--- src/rtl/mc_ctrl_pkg.sv ---
// Shared encodings for the multicycle control FSM: states, opcodes and mux/ALU codes.
package mc_ctrl_pkg;

  typedef enum logic [3:0] {
    S_FETCH  = 4'd0,
    S_DECODE = 4'd1,
    S_MEMADR = 4'd2,
    S_MEMRD  = 4'd3,
    S_MEMWB  = 4'd4,
    S_MEMWR  = 4'd5,
    S_EXEC   = 4'd6,
    S_ALUWB  = 4'd7,
    S_BRANCH = 4'd8,
    S_JUMP   = 4'd9,
    S_ADDIEX = 4'd10,
    S_ADDIWB = 4'd11
  } state_t;

  // Instruction opcodes recognised in DECODE.
  localparam logic [5:0] OP_LW    = 6'b100011;
  localparam logic [5:0] OP_SW    = 6'b101011;
  localparam logic [5:0] OP_RTYPE = 6'b000000;
  localparam logic [5:0] OP_BEQ   = 6'b000100;
  localparam logic [5:0] OP_J     = 6'b000010;
  localparam logic [5:0] OP_ADDI  = 6'b001000;

  // ALU control class.
  localparam logic [1:0] ALUOP_ADD   = 2'b00;
  localparam logic [1:0] ALUOP_SUB   = 2'b01;
  localparam logic [1:0] ALUOP_FUNCT = 2'b10;

  // Second ALU operand select.
  localparam logic [1:0] ALUSRCB_REG   = 2'b00;
  localparam logic [1:0] ALUSRCB_FOUR  = 2'b01;
  localparam logic [1:0] ALUSRCB_IMM   = 2'b10;
  localparam logic [1:0] ALUSRCB_BRIMM = 2'b11;

  // Next-PC source select.
  localparam logic [1:0] PCSRC_ALU    = 2'b00;
  localparam logic [1:0] PCSRC_ALUOUT = 2'b01;
  localparam logic [1:0] PCSRC_JUMP   = 2'b10;

endpackage

--- src/rtl/mc_ctrl_decode.sv ---
// Moore output decoder: maps a state code to every datapath control signal.
module mc_ctrl_decode
  import mc_ctrl_pkg::*;
(
  input  logic [3:0] State,
  output logic       PCWrite,
  output logic       PCWriteCond,
  output logic       IorD,
  output logic       MemRead,
  output logic       MemWrite,
  output logic       MemtoReg,
  output logic       IRWrite,
  output logic       ALUSrcA,
  output logic       RegWrite,
  output logic       RegDst,
  output logic [1:0] PCSource,
  output logic [1:0] ALUOp,
  output logic [1:0] ALUSrcB
);

  // Per-state output table; illegal codes fall through with everything at 0.
  always_comb begin
    // NOTE: every output gets a default before the case so no path infers a latch.
    PCWrite     = 1'b0;
    PCWriteCond = 1'b0;
    IorD        = 1'b0;
    MemRead     = 1'b0;
    MemWrite    = 1'b0;
    MemtoReg    = 1'b0;
    IRWrite     = 1'b0;
    ALUSrcA     = 1'b0;
    RegWrite    = 1'b0;
    RegDst      = 1'b0;
    PCSource    = PCSRC_ALU;
    ALUOp       = ALUOP_ADD;
    ALUSrcB     = ALUSRCB_REG;
    case (State)
      S_FETCH: begin
        MemRead = 1'b1;
        IRWrite = 1'b1;
        PCWrite = 1'b1;
        ALUSrcB = ALUSRCB_FOUR;
      end
      S_DECODE: ALUSrcB = ALUSRCB_BRIMM;
      S_MEMADR, S_ADDIEX: begin
        ALUSrcA = 1'b1;
        ALUSrcB = ALUSRCB_IMM;
      end
      S_MEMRD: begin
        MemRead = 1'b1;
        IorD    = 1'b1;
      end
      S_MEMWB: begin
        RegWrite = 1'b1;
        MemtoReg = 1'b1;
      end
      S_MEMWR: begin
        MemWrite = 1'b1;
        IorD     = 1'b1;
      end
      S_EXEC: begin
        ALUSrcA = 1'b1;
        ALUOp   = ALUOP_FUNCT;
      end
      S_ALUWB: begin
        RegWrite = 1'b1;
        RegDst   = 1'b1;
      end
      S_ADDIWB: RegWrite = 1'b1;
      S_BRANCH: begin
        ALUSrcA     = 1'b1;
        PCWriteCond = 1'b1;
        ALUOp       = ALUOP_SUB;
        PCSource    = PCSRC_ALUOUT;
      end
      S_JUMP: begin
        PCWrite  = 1'b1;
        PCSource = PCSRC_JUMP;
      end
      default: ;
    endcase
  end

endmodule

--- src/rtl/mc_control_fsm.sv ---
// Multicycle processor control FSM: state register, opcode capture and next-state logic.
module mc_control_fsm
  import mc_ctrl_pkg::*;
#(
  parameter int OPW = 6
) (
  input  logic           CLK,
  input  logic           RST,
  input  logic [OPW-1:0] Opcode,
  output logic           PCWrite,
  output logic           PCWriteCond,
  output logic           IorD,
  output logic           MemRead,
  output logic           MemWrite,
  output logic           MemtoReg,
  output logic           IRWrite,
  output logic           ALUSrcA,
  output logic           RegWrite,
  output logic           RegDst,
  output logic [1:0]     PCSource,
  output logic [1:0]     ALUOp,
  output logic [1:0]     ALUSrcB,
  output logic [3:0]     State
);

  state_t         state_q, state_d;
  logic [OPW-1:0] op_q;
  logic [3:0]     dec_state;

  logic dec_pcwrite, dec_pcwritecond, dec_memwrite, dec_regwrite, dec_irwrite;

  // State register; reset returns to FETCH from anywhere, even mid-instruction.
  always_ff @(posedge CLK) begin
    // NOTE: sequential state uses non-blocking assignments so all registers update together.
    if (RST) state_q <= S_FETCH;
    else     state_q <= state_d;
  end

  // Opcode is captured once in DECODE so MEMADR branches on the decoded instruction.
  always_ff @(posedge CLK) begin
    // NOTE: this register is cleared by reset because MEMADR reads it; a stale value would misroute.
    if (RST)                     op_q <= '0;
    else if (state_q == S_DECODE) op_q <= Opcode;
  end

  // Next-state logic; anything unexpected, including illegal codes, returns to FETCH.
  always_comb begin
    state_d = S_FETCH;
    case (state_q)
      S_FETCH:  state_d = S_DECODE;
      S_DECODE: begin
        if      (Opcode == OPW'(OP_LW) || Opcode == OPW'(OP_SW)) state_d = S_MEMADR;
        else if (Opcode == OPW'(OP_RTYPE))                        state_d = S_EXEC;
        else if (Opcode == OPW'(OP_BEQ))                          state_d = S_BRANCH;
        else if (Opcode == OPW'(OP_J))                            state_d = S_JUMP;
        else if (Opcode == OPW'(OP_ADDI))                         state_d = S_ADDIEX;
        else                                                      state_d = S_FETCH;
      end
      S_MEMADR: state_d = (op_q == OPW'(OP_SW)) ? S_MEMWR : S_MEMRD;
      S_MEMRD:  state_d = S_MEMWB;
      S_EXEC:   state_d = S_ALUWB;
      S_ADDIEX: state_d = S_ADDIWB;
      default:  state_d = S_FETCH;
    endcase
  end

  // While reset is high the decoder sees FETCH, and the write enables are masked below.
  assign dec_state = RST ? S_FETCH : state_q;

  mc_ctrl_decode u_decode (
    .State       (dec_state),
    .PCWrite     (dec_pcwrite),
    .PCWriteCond (dec_pcwritecond),
    .IorD        (IorD),
    .MemRead     (MemRead),
    .MemWrite    (dec_memwrite),
    .MemtoReg    (MemtoReg),
    .IRWrite     (dec_irwrite),
    .ALUSrcA     (ALUSrcA),
    .RegWrite    (dec_regwrite),
    .RegDst      (RegDst),
    .PCSource    (PCSource),
    .ALUOp       (ALUOp),
    .ALUSrcB     (ALUSrcB)
  );

  assign PCWrite     = dec_pcwrite     & ~RST;
  assign PCWriteCond = dec_pcwritecond & ~RST;
  assign MemWrite    = dec_memwrite    & ~RST;
  assign RegWrite    = dec_regwrite    & ~RST;
  assign IRWrite     = dec_irwrite     & ~RST;
  assign State       = state_q;

endmodule
--- config.mk ---
export PLATFORM = sky130hd
export DESIGN_NAME = mc_control_fsm
export DESIGN_NICKNAME = d
export VERILOG_FILES = /design/src/rtl/mc_ctrl_pkg.sv /design/src/rtl/mc_ctrl_decode.sv /design/src/rtl/mc_control_fsm.sv
export SDC_FILE = /design/constraint.sdc
export NUM_CORES = 1
export LEC_CHECK = 0
export BUFFER_PORTS_ARGS = -buffer_cell sky130_fd_sc_hd__buf_2
export CORE_MARGIN = 4
export CORE_UTILIZATION = 50
export DETAILED_ROUTE_END_ITERATION = 10
export GPL_ROUTABILITY_DRIVEN = 0
export PLACE_DENSITY = 0.83
export SLEW_MARGIN = 10
export SYNTH_ARGS = -nofsm -noshare
export SYNTH_HDL_FRONTEND = slang
export SYNTH_SLANG_ARGS = --single-unit
--- constraint.sdc ---
create_clock -name CLK -period 1.9 [get_ports CLK]
set_input_delay 0.285 -clock CLK [delete_from_list [all_inputs] [get_ports CLK]]
set_output_delay 0.285 -clock CLK [all_outputs]
set_load 0.02 [all_outputs]
==> results.md, run 1 <==
- Root Driver: clkbuf_4
- Max cap viols: 0
- Sequential fraction of the synthesis area: just under 30%
- EDFF count, synth: 0
- Slew HR: between 50 and 60%
- Top-count cell post-synth: nor2_1
- Chip width: about 45 um
- Num CTS Buffers: 3
- Combinational fraction of design power: 20.7%
- Max Clock Freq: between 500 and 600 MHz
- Ant diodes: 0
- Initial antenna violation count: 0
- Port Buf Inserts: 27
- H-tree levels: 1
- Share of cells above drive strength 1: ~36%
- Max Buffers Root-to-Sink: 2
- CTS Sinks: 10
- Ports: 28
- #FFs+latches synth: 10
- Wire per inst: about 13 um
- Worst R2R Path Depth: 4
- Synth cell types: 34
- DRC: 0
- Final Hold Fails: 0
- Insertion delay to the later sink of the worst-skew pair: 0.27 ns
- Vias in the first global route: 589
- Design area: 887 um^2
- Most instantiated cells after synthesis: nor2_1, dfxtp_1, mux2i_1, nor3_1
- Mapped cell area: between 600 and 700 um^2
- Sw Ratio: approximately 29%
- Final WS setup: ~0.10 ns
- CP Capture Type: output port
- Core Footprint: 1300 um^2
- Flop pwr share: roughly half
- Syn nets: between 90 and 100
- DP Worst Slack: 0.217 ns
- Top-area cell type share of the netlist area: 28.9%
- Grt ovf: 0
- Die area: 2050 um^2
- Hold-fix buffers, CTS: 0
- Tightest Hold Check Type: primary input to flip-flop
- Critical-path maximum fanout: 13
- DRT iter0 DRCs: 25
- Data required, critical path: 1.62 ns
- DIE HEIGHT: 45.2 um
- Setup-failing EPs final: 0
- Layout area overhead: 28.0%
- Hold path depth: 3
- Final Cycle Share: between 90% and 100%
- Final worst path period need: about 1.8 ns
- Largest net degree at the start of global routing: 19
- Synth warn: 0
- Power density over the cells: 534 nW/um^2
- Std-Cell Rows: 13
- DR vias: 747
- Cell count after synthesis: 87
- CTS tree: done
- DRT Pass-1 Iters: 4
- Synth area leaders: dfxtp_1, mux2i_1, nor2_1
- Post-detailed-route count of antenna-violating nets: 0
- GRT Overall Usage: between 15 and 20%
- Peak VDD IR: approximately 0.00047 V
- LEAKAGE: 0.000383 uW
- Worst Setup Start Kind: flip-flop
- Worst path arrival time: 1.51 ns
- Setup Skew: between 0.01 and 0.015 ns
- Status: finished clean
- Routed WL: ~1700 um
- Syn avg cell area: between 7 and 8 um^2
- First-pass GRT wire length: about 2700 um
- Yosys top cell by area: dfxtp_1
- Clk pin slew, worst setup/hold paths: 0.07 ns
- DP HPWL: 1310 um
- Least-Margin Pin Slew: 0.609 ns
- Cell Area, Placed: 856 um^2
- Synth Flop Type: dfxtp_1
- Starting density of the core: 53.3%
- RSZ-0062 raised after global routing: no
- Fraction of registers with async set/reset: 0%
- Clock share of power: 30.3%
- Setup CP Type: flip-flop to output port
- Final nets: 125
- Via-per-instance ratio: 5.75
- Internal: 336 uW
- Hold Worst Slack: slightly above 0.3 ns
- Sw power: 138 uW
- Fin. max-slew vios: 0
-- registers in the layout, indices dropped and copies added, names as in the netlist --
| register | flops |
|---|---|
| op_q | 6 |
| State | 4 |
-- worst paths after layout --
path | from | end | slack [ns]
worst max-delay path | State[1] | ALUSrcA | 0.10
worst min-delay path | Opcode[0] | op_q[0] | 0.31
worst max register to register | State[1] | op_q[2] | 0.33
worst min register to register | op_q[2] | op_q[2] | 0.49
-- layer usage --
metal / track usage (%) / routed length [um]
met1: 22.9 / 715
met3: 7.57 / 197
met2: 26.8 / 810
met5: 0 / 0
met4: 5.26 / 9
-- power groups by stage --
stage | Sequential, uW | Combinational [uW] | Clock, uW
floorplan | 234 | 68.5 | 0
global placement | 236 | 94.0 | 0
detailed placement | 237 | 96.3 | 0
CTS | 232 | 96.8 | 149
global route | 235 | 107 | 160
finish | 233 | 97.9 | 144
-- metrics by stage --
step	std cells	power (uW)	TNS [ns]	utilization, %
2_1_floorplan	87	302	-0.0660	-
3_3_place_gp	127	330	0	65.8
3_5_place_dp	127	333	0	65.8
4_1_cts	130	478	0	67.7
5_1_grt	130	502	0	68.2
6_report	130	474	0	68.2
-- cell families (layout without fill, tap and decap cells) --
kind of cell | after synthesis | count (layout) | share of synthesized area [%]
xor+xnor | 3 | 3 | 3.79
simple gates | 43 | 43 | 37.0
compound gates | 16 | 16 | 15.2
flops | 10 | 10 | 28.9
buf+inv | 8 | 36 | 5.06
mux | 7 | 7 | 10.1
-- area by class of cell --
cell class                 instances  area [um^2]
multi-input combinational         69          469
fill                             123          414
sequential                        10          204
timing repair buffer              31          165
clock buffer                       3         22.5
tap                               15         18.8
inverter                           2         7.51
-- what timing repair did --
item                                    in CTS  in global routing
resized for setup                            2                  2
endpoints found under the setup margin       3                  4
buffers inserted                             0                  0
pin swaps                                    0                  0
-- worst max-delay path, stage by stage (launching register included) --
cell and delay, ns:
dfxtp_1 0.37, buf_4 0.22, nor2_1 0.08, a2111oi_1 0.33, buf_2 0.23
-- cell usage in the layout (no fill, tap or decap), types with 2 or more instances in the layout --
master / n
dfxtp_2: 3
or2_1: 2
nand4b_1: 2
nor2_1: 15
nand2_1: 2
a21o_1: 2
nor4b_1: 3
a21oi_1: 4
nand2b_1: 2
mux2i_1: 7
buf_4: 4
xnor2_1: 2
dfxtp_1: 7
inv_1: 2
nor4_1: 2
clkbuf_4: 3
nor3_1: 5
o21ai_0: 2
buf_2: 27
Note: power is estimated with default switching activity, not from simulation.
==> run 2: changes to the inputs <==
--- a/config.mk
+++ b/config.mk
@@ -11,6 +11,7 @@
 export DETAILED_ROUTE_END_ITERATION = 10
 export GPL_ROUTABILITY_DRIVEN = 0
 export PLACE_DENSITY = 0.83
+export RECOVER_POWER = 25
 export SLEW_MARGIN = 10
 export SYNTH_ARGS = -nofsm -noshare
 export SYNTH_HDL_FRONTEND = slang
==> results.md, run 2 (synthesis gave the netlist of run 1 again) <==
- DRT Pass-1 Iters: 4
- Core Footprint: approximately 1300 um^2
- Worst setup startpoint: State[1]
- Final nets: 125
- Clk pin slew, worst setup/hold paths: 0.07 ns
- CTS Sinks: 10
- Critical-path maximum fanout: 13
- Worst path arrival time: 1.53 ns
- DIE HEIGHT: between 40 and 50 um
- Largest Register: op_q
- DRT iter0 DRCs: 19
- Post-detailed-route count of antenna-violating nets: 0
- Std-Cell Rows: 13
- Final WS setup: 0.0876 ns
- Finished Core Util: 67.7%
- Worst R2R Start: State[1]
- Via-per-instance ratio: 5.70
- Initial antenna violation count: 0
- Insertion delay to the later sink of the worst-skew pair: roughly 0.27 ns
- Worst Setup Start Kind: flip-flop
- Status: finished clean
- Grt ovf: 0
- Final Cycle Share: 95.4%
- LEAKAGE: 0.000371 uW
- Power density over the cells: about 540 nW/um^2
- Max cap viols: 0
- Share of cells above drive strength 1: 33.0%
- DP Worst Slack: between 0.2 and 0.25 ns
- Tightest Hold Check Type: primary input to flip-flop
- Ant diodes: 0
- Final worst path period need: 1.81 ns
- DRC: 0
- Final Non-Filler Cells: 130
- Most frequent cells in the layout: buf_2, nor2_1, dfxtp_1, mux2i_1, nor3_1
- Routed WL: about 1700 um
- Die area: 2050 um^2
- Fin. max-slew vios: 0
- Ports: 28
- Setup TNS: 0 ns
- Hold-fix buffers, CTS: 0
- CP Capture Type: output port
- Most common cell after layout, fill and taps aside: buf_2
- Num CTS Buffers: 3
- Max Clock Freq: 552 MHz
- DP HPWL: approximately 1300 um
- H-tree levels: 1
- Root Driver: clkbuf_4
- Port Buf Inserts: 27
- Largest net degree at the start of global routing: 19
- Max Buffers Root-to-Sink: 2
- Least-Margin Pin Slew: 0.593 ns
- Worst Hold Launch: Opcode[0]
- Setup Skew: 0.0150 ns
- Data required, critical path: 1.62 ns
- First-pass GRT wire length: 2660 um
- Vias in the first global route: 589
- Slew HR: 60.3%
- GRT Overall Usage: 17.8%
- RSZ-0062 raised after global routing: no
- Number of flip-flops in the largest register: 6
- Peak VDD IR: 0.000471 V
- DP Cell Count: 127
- Final Hold Fails: 0
- Setup CP Type: flip-flop to output port
- Wire per inst: 13.4 um
- Layout area overhead: 27.1%
- DR vias: between 700 and 800
- Fillers: 126
- Starting density of the core: 53.3%
- Setup-failing EPs final: 0
- CTS tree: done
- Chip width: 45.2 um
[run 2: changes by cell type in the layout (fill, tap and decap cells not counted)]
cell | previous run | this run
buf_2 | 27 | 25
buf_4 | 4 | 3
clkbuf_1 | 0 | 3
[run 2: cell type report]
type	instances	area, um^2	area share (%)
multi-input cells	69	469	53.3
flip-flops and latches	10	204	23.2
repair buffers	31	159	18.0
clock buffers	3	22.5	2.56
well taps	15	18.8	2.13
inverters	2	7.51	0.852
[run 2: critical path, stage by stage, from the launching register on]
cell	delay (ns)
dfxtp_1	0.38
buf_4	0.22
nor2_1	0.08
a2111oi_1	0.34
buf_2	0.23
[run 2: power breakdown]
part / total [uW] / leakage, uW / switching [uW] / internal (uW)
registers: 233 / 0.0000831 / 12.2 / 221
logic: 97.3 / 0.000274 / 55.2 / 42.1
clock network: 144 / 0.0000138 / 71.1 / 73.0
total: 474 / 0.000371 / 139 / 336
[run 2: path summary, 6_finish.rpt]
path / cells after the start / to / slack, ns
worst max register to register: 4 / op_q[2] / 0.33
worst max-delay path: 4 / ALUSrcA / 0.09
worst min register to register: 2 / op_q[2] / 0.49
worst min-delay path: 3 / op_q[0] / 0.31
[run 2: what timing repair did]
item / CTS / global route
setup endpoints to repair: 3 / 4
gates resized for setup: 2 / 2
setup buffers: 0 / 0
[run 2: through the flow]
| step | cell area (um^2) | total power, uW | hold WS, ns |
|---|---|---|---|
| 2_1_floorplan | 699 | 302 | 0.432 |
| 3_3_place_gp | 856 | 330 | 0.474 |
| 3_5_place_dp | 856 | 333 | 0.484 |
| 4_1_cts | 881 | 478 | 0.301 |
| 5_1_grt | 881 | 501 | 0.318 |
| 6_report | 881 | 474 | 0.307 |
[run 2: metal layers]
layer  vias up  share of wire (%)  GRT usage (%)
met5         -                  0              0
met3         3                9.7           7.57
met1       336                 44           22.9
met2        30                 46           26.8
met4         0               0.52           5.26
li1        372                  -              -
